===== config.mk =====
export PLATFORM = sky130hd
export DESIGN_NAME = video_timing_tx
export DESIGN_NICKNAME = d
export VERILOG_FILES = /design/src/rtl/video_timing_tx_pkg.sv /design/src/rtl/video_timing_cnt.sv /design/src/rtl/video_timing_tx.sv
export SDC_FILE = /design/constraint.sdc
export NUM_CORES = 1
export LEC_CHECK = 0
export ABC_AREA = 1
export CAP_MARGIN = 0
export CORE_MARGIN = 3
export CORE_UTILIZATION = 44
export CTS_BUF_LIST = sky130_fd_sc_hd__clkbuf_4 sky130_fd_sc_hd__clkbuf_8
export CTS_CLUSTER_SIZE = 40
export DETAILED_ROUTE_END_ITERATION = 10
export PLACE_DENSITY = 0.81
export RECOVER_POWER = 25
export SETUP_SLACK_MARGIN = 0.02
export SYNTH_ARGS = -nofsm -noshare
export SYNTH_HDL_FRONTEND = slang
export SYNTH_SLANG_ARGS = --single-unit
export TNS_END_PERCENT = 100

===== constraint.sdc =====
create_clock -name pixclk_in -period 1.4 [get_ports pixclk_in]
set_input_delay 0.14 -clock pixclk_in [delete_from_list [all_inputs] [get_ports pixclk_in]]
set_output_delay 0.14 -clock pixclk_in [all_outputs]
set_load 0.05 [all_outputs]

===== src/rtl/video_timing_tx_pkg.sv =====
// Shared video timing definitions: default 1280x720 timing, totals, FSM encoding, pixel width.
package video_timing_tx_pkg;

  localparam int unsigned PixW = 24;
  localparam int unsigned CntW = 12;

  localparam int unsigned DefHAct  = 1280;
  localparam int unsigned DefHFp   = 110;
  localparam int unsigned DefHSync = 40;
  localparam int unsigned DefHBp   = 220;

  localparam int unsigned DefVAct  = 720;
  localparam int unsigned DefVFp   = 5;
  localparam int unsigned DefVSync = 5;
  localparam int unsigned DefVBp   = 20;

  function automatic int unsigned calc_total(input int unsigned act, input int unsigned fp,
                                             input int unsigned sync, input int unsigned bp);
    return act + fp + sync + bp;
  endfunction

  localparam int unsigned DefHTotal = calc_total(DefHAct, DefHFp, DefHSync, DefHBp);
  localparam int unsigned DefVTotal = calc_total(DefVAct, DefVFp, DefVSync, DefVBp);

  typedef enum logic {StIdle, StRun} state_e;

endpackage


===== src/rtl/video_timing_cnt.sv =====
// Horizontal/vertical position counters with active, hsync and vsync decode.
module video_timing_cnt
  import video_timing_tx_pkg::*;
#(
  parameter int unsigned H_ACT  = DefHAct,
  parameter int unsigned H_FP   = DefHFp,
  parameter int unsigned H_SYNC = DefHSync,
  parameter int unsigned H_BP   = DefHBp,
  parameter int unsigned V_ACT  = DefVAct,
  parameter int unsigned V_FP   = DefVFp,
  parameter int unsigned V_SYNC = DefVSync,
  parameter int unsigned V_BP   = DefVBp
) (
  input  logic            pixclk_in,
  input  logic            rst_n,
  input  logic            run,
  output logic [CntW-1:0] h,
  output logic [CntW-1:0] v,
  output logic            active,
  output logic            hs,
  output logic            vs,
  output logic            frame_end
);

  localparam logic [CntW-1:0] HAct    = CntW'(H_ACT);
  localparam logic [CntW-1:0] HsStart = CntW'(H_ACT + H_FP);
  localparam logic [CntW-1:0] HsEnd   = CntW'(H_ACT + H_FP + H_SYNC);
  localparam logic [CntW-1:0] HLast   = CntW'(calc_total(H_ACT, H_FP, H_SYNC, H_BP) - 1);
  localparam logic [CntW-1:0] VAct    = CntW'(V_ACT);
  localparam logic [CntW-1:0] VsStart = CntW'(V_ACT + V_FP);
  localparam logic [CntW-1:0] VsEnd   = CntW'(V_ACT + V_FP + V_SYNC);
  localparam logic [CntW-1:0] VLast   = CntW'(calc_total(V_ACT, V_FP, V_SYNC, V_BP) - 1);

  logic [CntW-1:0] h_q, h_d, v_q, v_d;

  always_comb begin
    h_d = h_q;
    v_d = v_q;
    if (!run) begin
      // Idle parks the counters at the frame origin.
      h_d = '0;
      v_d = '0;
    end else if (h_q == HLast) begin
      h_d = '0;
      v_d = (v_q == VLast) ? '0 : v_q + CntW'(1);
    end else begin
      h_d = h_q + CntW'(1);
    end
  end

  always_ff @(posedge pixclk_in or negedge rst_n) begin
    if (!rst_n) begin
      h_q <= '0;
      v_q <= '0;
    end else begin
      h_q <= h_d;
      v_q <= v_d;
    end
  end

  assign h         = h_q;
  assign v         = v_q;
  assign active    = (h_q < HAct) && (v_q < VAct);
  assign hs        = (h_q >= HsStart) && (h_q < HsEnd);
  assign vs        = (v_q >= VsStart) && (v_q < VsEnd);
  assign frame_end = (h_q == HLast) && (v_q == VLast);

endmodule


===== src/rtl/video_timing_tx.sv =====
// Video timing transmitter: frame FSM, pixel handshake, registered video outputs and error flag.
module video_timing_tx
  import video_timing_tx_pkg::*;
#(
  parameter int unsigned H_ACT  = DefHAct,
  parameter int unsigned H_FP   = DefHFp,
  parameter int unsigned H_SYNC = DefHSync,
  parameter int unsigned H_BP   = DefHBp,
  parameter int unsigned V_ACT  = DefVAct,
  parameter int unsigned V_FP   = DefVFp,
  parameter int unsigned V_SYNC = DefVSync,
  parameter int unsigned V_BP   = DefVBp
) (
  input  logic            pixclk_in,
  input  logic            rst_n,
  input  logic            en,
  input  logic            clr_err,
  input  logic            pix_valid_i,
  input  logic [PixW-1:0] pix_data_i,
  output logic            pix_ready_o,
  output logic            vs_out,
  output logic            hs_out,
  output logic            de_out,
  output logic [PixW-1:0] data_out,
  output logic            sof_o,
  output logic            underflow_o,
  output logic            run_o
);

  state_e          state_q;
  logic            running;
  logic [CntW-1:0] h, v;
  logic            active, hs, vs, frame_end;
  logic            xfer, starve;

  assign running = (state_q == StRun);

  video_timing_cnt #(
    .H_ACT (H_ACT),
    .H_FP  (H_FP),
    .H_SYNC(H_SYNC),
    .H_BP  (H_BP),
    .V_ACT (V_ACT),
    .V_FP  (V_FP),
    .V_SYNC(V_SYNC),
    .V_BP  (V_BP)
  ) u_cnt (
    .pixclk_in(pixclk_in),
    .rst_n    (rst_n),
    .run      (running),
    .h        (h),
    .v        (v),
    .active   (active),
    .hs       (hs),
    .vs       (vs),
    .frame_end(frame_end)
  );

  assign pix_ready_o = running && active;
  assign xfer        = pix_ready_o && pix_valid_i;
  assign starve      = pix_ready_o && !pix_valid_i;
  assign run_o       = running;

  always_ff @(posedge pixclk_in or negedge rst_n) begin
    if (!rst_n) begin
      state_q     <= StIdle;
      de_out      <= 1'b0;
      hs_out      <= 1'b0;
      vs_out      <= 1'b0;
      sof_o       <= 1'b0;
      data_out    <= '0;
      underflow_o <= 1'b0;
    end else begin
      if (state_q == StIdle) begin
        if (en) state_q <= StRun;
      end else begin
        // Leave only at the last pixel of a frame so frames are never cut short.
        if (frame_end && !en) state_q <= StIdle;
      end
      de_out   <= pix_ready_o;
      hs_out   <= running && hs;
      vs_out   <= running && vs;
      sof_o    <= running && (h == '0) && (v == '0);
      data_out <= xfer ? pix_data_i : '0;
      // A fresh underflow outranks a simultaneous clear.
      if (starve) begin
        underflow_o <= 1'b1;
      end else if (clr_err) begin
        underflow_o <= 1'b0;
      end
    end
  end

endmodule


==> reports/qor.yml, run 1 <==
gp_congestion: 0.963
crit_required_ns: 1.26
rrSetupSlack_ns: -0.13
ff2ff_path_depth: 8
crit_path_end_kind: "primary output"
grt_pass1_wl_mm: 12.6
worst_slack_ns: -0.259
drv_cap: 0
failed_checks: "negative setup slack"
syn-instance-count: 345
overflow: 0
place_ws_ns: -0.0495
worst_path_max_delay_cell: "dfrtp_1"
async_reset_ff_share_pct: 100
clockBufferDepth: 2
crit_buf_inv: 4
grt_max_degree: 55
wirelength_mm: 9.43
diodes: 0
hold_slack_ns: 0.333
clk_latency_ns: 0.32
crit_chain: "inv_2 -> nand2_2 -> nor2_2 -> nor2_2 -> nand2_2 -> inv_4 -> buf_6 -> buf_12"
synth_edf_count: 0
status: "complete, but fails checks"
crit_cells: 8
filler_cell_count: 371
fin_cells: 543
slew_headroom_pct: 51.6
period_minus_slack_ns: 1.66
finalSetupViolations: 46
core_area_um2: 5960
syn_nets: 381
maxSlewViolCount: 0
area.growth.synth_to_final_pct: 59.9
synth.distinct_cells: 26
routed_via_density: 5.37
tightest_slew_ns: 0.727
fin_setup_tns_ns: -2.70
die_w_um: 84.7
drt_drc_violations_left: 0
r2r-start: "u_cnt.h[4]"
htree_levels: 2
worstSetupPathType: "flop to primary output"
drt_first_pass_iters: 5
crit_start: "u_cnt.h[11]"
dpl_cell_area_um2: 3530
yosysWarnings: 0
dr_total_vias: 2918
cp_max_fo: 3
dp.cells: 502
clock-sinks: 54
antenna_found_initial: 0
cts_buffers: 5
cts_tree: "built"
fmax_ghz: 0.603
skew_ns: 0.00945
cts-root-buf: "clkbuf_8"
drt_iter0_drc: 347
hpwl_mm: 4.81
ys.flop_type: "dfrtp_1"
io_pins: 60
port_buffers: 59
leakagePower_nw: 2.17
peakVddDrop_mv: 0.625
power.density_nw_per_um2: 680
wire_per_inst_um: 17.4
grt_setup_unrepaired: "true"
period_share_pct: 118
crit_arrival_ns: 1.52
initial_core_util_pct: 45.7
syn-cell-area_um2: 2720
grt_pass1_vias: 2742
ys_seq_area_share_pct: 49.6
drive_gt1_share_pct: 46.4
slowest_delay_ns: 0.46
drtAntennaViolNets: 0
ys_seq_elements: 54
worstSetupEndpoint: "pix_ready_o"
critical_path.top_delay_family: "flip-flops"
die_area_um2: 7170
avgSynthCellArea_um2: 7.90
finish.utilization_pct: 73.1
nNetsFinal: 503
hold_viol_final: 0
final_area_um2: 4350
rows: 28
die_y_um: 84.7
clk_pin_slew_ns: 0.11
grt_usage_pct: 21.5
hold_path_class: "input pin to flop"
timing.rr.end: "u_cnt.h[11]"
total_power_mw: 2.96
cp-start-kind: "flop"
-- cells in the final DEF, fill, tap and decap left out, drive strengths merged --
| cell | n |
|---|---|
| a31oi | 1 |
| inv | 60 |
| clkbuf | 6 |
| nor4 | 1 |
| nor3 | 8 |
| nand4 | 9 |
| ha | 7 |
| dfrtp | 54 |
| buf | 90 |
| o21ai | 9 |
| dlygate4sd3 | 1 |
| or2 | 1 |
| xnor2 | 1 |
| nand3b | 1 |
| clkinv | 1 |
| nor2 | 80 |
| xor2 | 3 |
| clkinvlp | 1 |
| nand2 | 87 |
| a21oi | 3 |
| nor3b | 1 |
| o22ai | 1 |
| nand3 | 14 |
| clkdlybuf4s50 | 27 |
| o2111ai | 1 |
-- worst min-delay path: cells and delay by family --
family,cells,cell delay [ns]
buffers and inverters,2,0.44
and+or+nand+nor,1,0.03
-- synth_stat cells, types with 2 or more instances --
master	count	area [um2]
dfrtp_1	54	1350
inv_1	54	203
nor2_1	57	214
a21oi_1	3	15.0
buf_2	3	15.0
ha_1	7	87.6
o21ai_0	8	40.0
nand2_4	2	22.5
nand3_1	13	65.1
nor3_1	8	40.0
nor2_2	23	144
nand4_1	9	56.3
buf_6	4	45.0
inv_2	4	15.0
xor2_1	3	26.3
nand2_1	83	312
-- repair_timing --
action                                  in CTS  in global routing
pin swaps                                   14                 33
endpoints found under the setup margin      44                 52
hold endpoints to repair                    54                  0
hold buffers                                 1                  0
resized for setup                           41                 92
gates cloned                                 2                  1
setup buffers                               18                 15
-- cell type report --
cell class / count / area [um2] / share of cell area, %
flip-flops and latches: 54 / 1360 / 31.1
multi-input cells: 228 / 1520 / 34.9
well taps: 75 / 93.8 / 2.16
clock inverters: 3 / 27.5 / 0.632
repair inverters: 1 / 11.3 / 0.259
inverters: 58 / 233 / 5.34
repair buffers: 119 / 1040 / 23.9
clock buffers: 5 / 68.8 / 1.58
-- report_power, final --
part           total (mW)  internal, mW  switching (mW)
registers            1.61          1.60          0.0126
clock network       0.966         0.373           0.593
logic               0.386         0.144           0.242
-- registers in the layout, summed over array words and instances (netlist names) --
| signal | count |
|---|---|
| hs_out | 1 |
| underflow_o | 1 |
| de_out | 1 |
| run_o | 1 |
| sof_o | 1 |
| u_cnt.h | 12 |
| u_cnt.v | 12 |
| data_out | 24 |
| vs_out | 1 |
-- layer usage --
| metal | vias to the layer above | wire, um | track usage (%) | part of all wire (%) |
|---|---|---|---|---|
| met2 | 213 | 4850 | 37.7 | 51 |
| li1 | 1292 | - | - | - |
| met3 | 51 | 897 | 6.08 | 9.5 |
| met1 | 1362 | 3320 | 25.3 | 35 |
| met5 | - | 0 | 0 | 0 |
| met4 | 0 | 359 | 7.34 | 3.8 |
-- worst min-delay path by stage --
stage,start,to,slack [ns],cells after the start
after floorplan,rst_n,data_out[0],-0.16,0
after global placement,rst_n,data_out[12],0.15,2
after detailed placement,rst_n,data_out[12],0.16,2
after CTS,pix_data_i[23],data_out[23],0.32,3
after global routing,pix_data_i[17],data_out[17],0.33,3
final,pix_data_i[1],data_out[1],0.33,3
-- cell families (layout without fill, tap and decap cells) --
family / after synthesis / after routing / synth area share (%)
xor gates and xnor gates: 4 / 4 / 1.29
AOI/OAI and AO/OA: 15 / 15 / 2.99
buffers and inverters: 65 / 186 / 10.2
and+or+nand+nor: 200 / 202 / 32.7
adders and majority gates: 7 / 7 / 3.22
DFF: 54 / 54 / 49.6
Power figures use the tool's default switching activity.
==> run 2, diff against run 1 <==
--- a/config.mk
+++ b/config.mk
@@ -6,7 +6,6 @@
 export NUM_CORES = 1
 export LEC_CHECK = 0
 export ABC_AREA = 1
-export CAP_MARGIN = 0
 export CORE_MARGIN = 3
 export CORE_UTILIZATION = 44
 export CTS_BUF_LIST = sky130_fd_sc_hd__clkbuf_4 sky130_fd_sc_hd__clkbuf_8
@@ -15,6 +14,7 @@
 export PLACE_DENSITY = 0.81
 export RECOVER_POWER = 25
 export SETUP_SLACK_MARGIN = 0.02
+export SLEW_MARGIN = 20
 export SYNTH_ARGS = -nofsm -noshare
 export SYNTH_HDL_FRONTEND = slang
 export SYNTH_SLANG_ARGS = --single-unit
==> results of run 2 <==
Same layout as run 1: the final DEF is identical, and so are final timing and power.
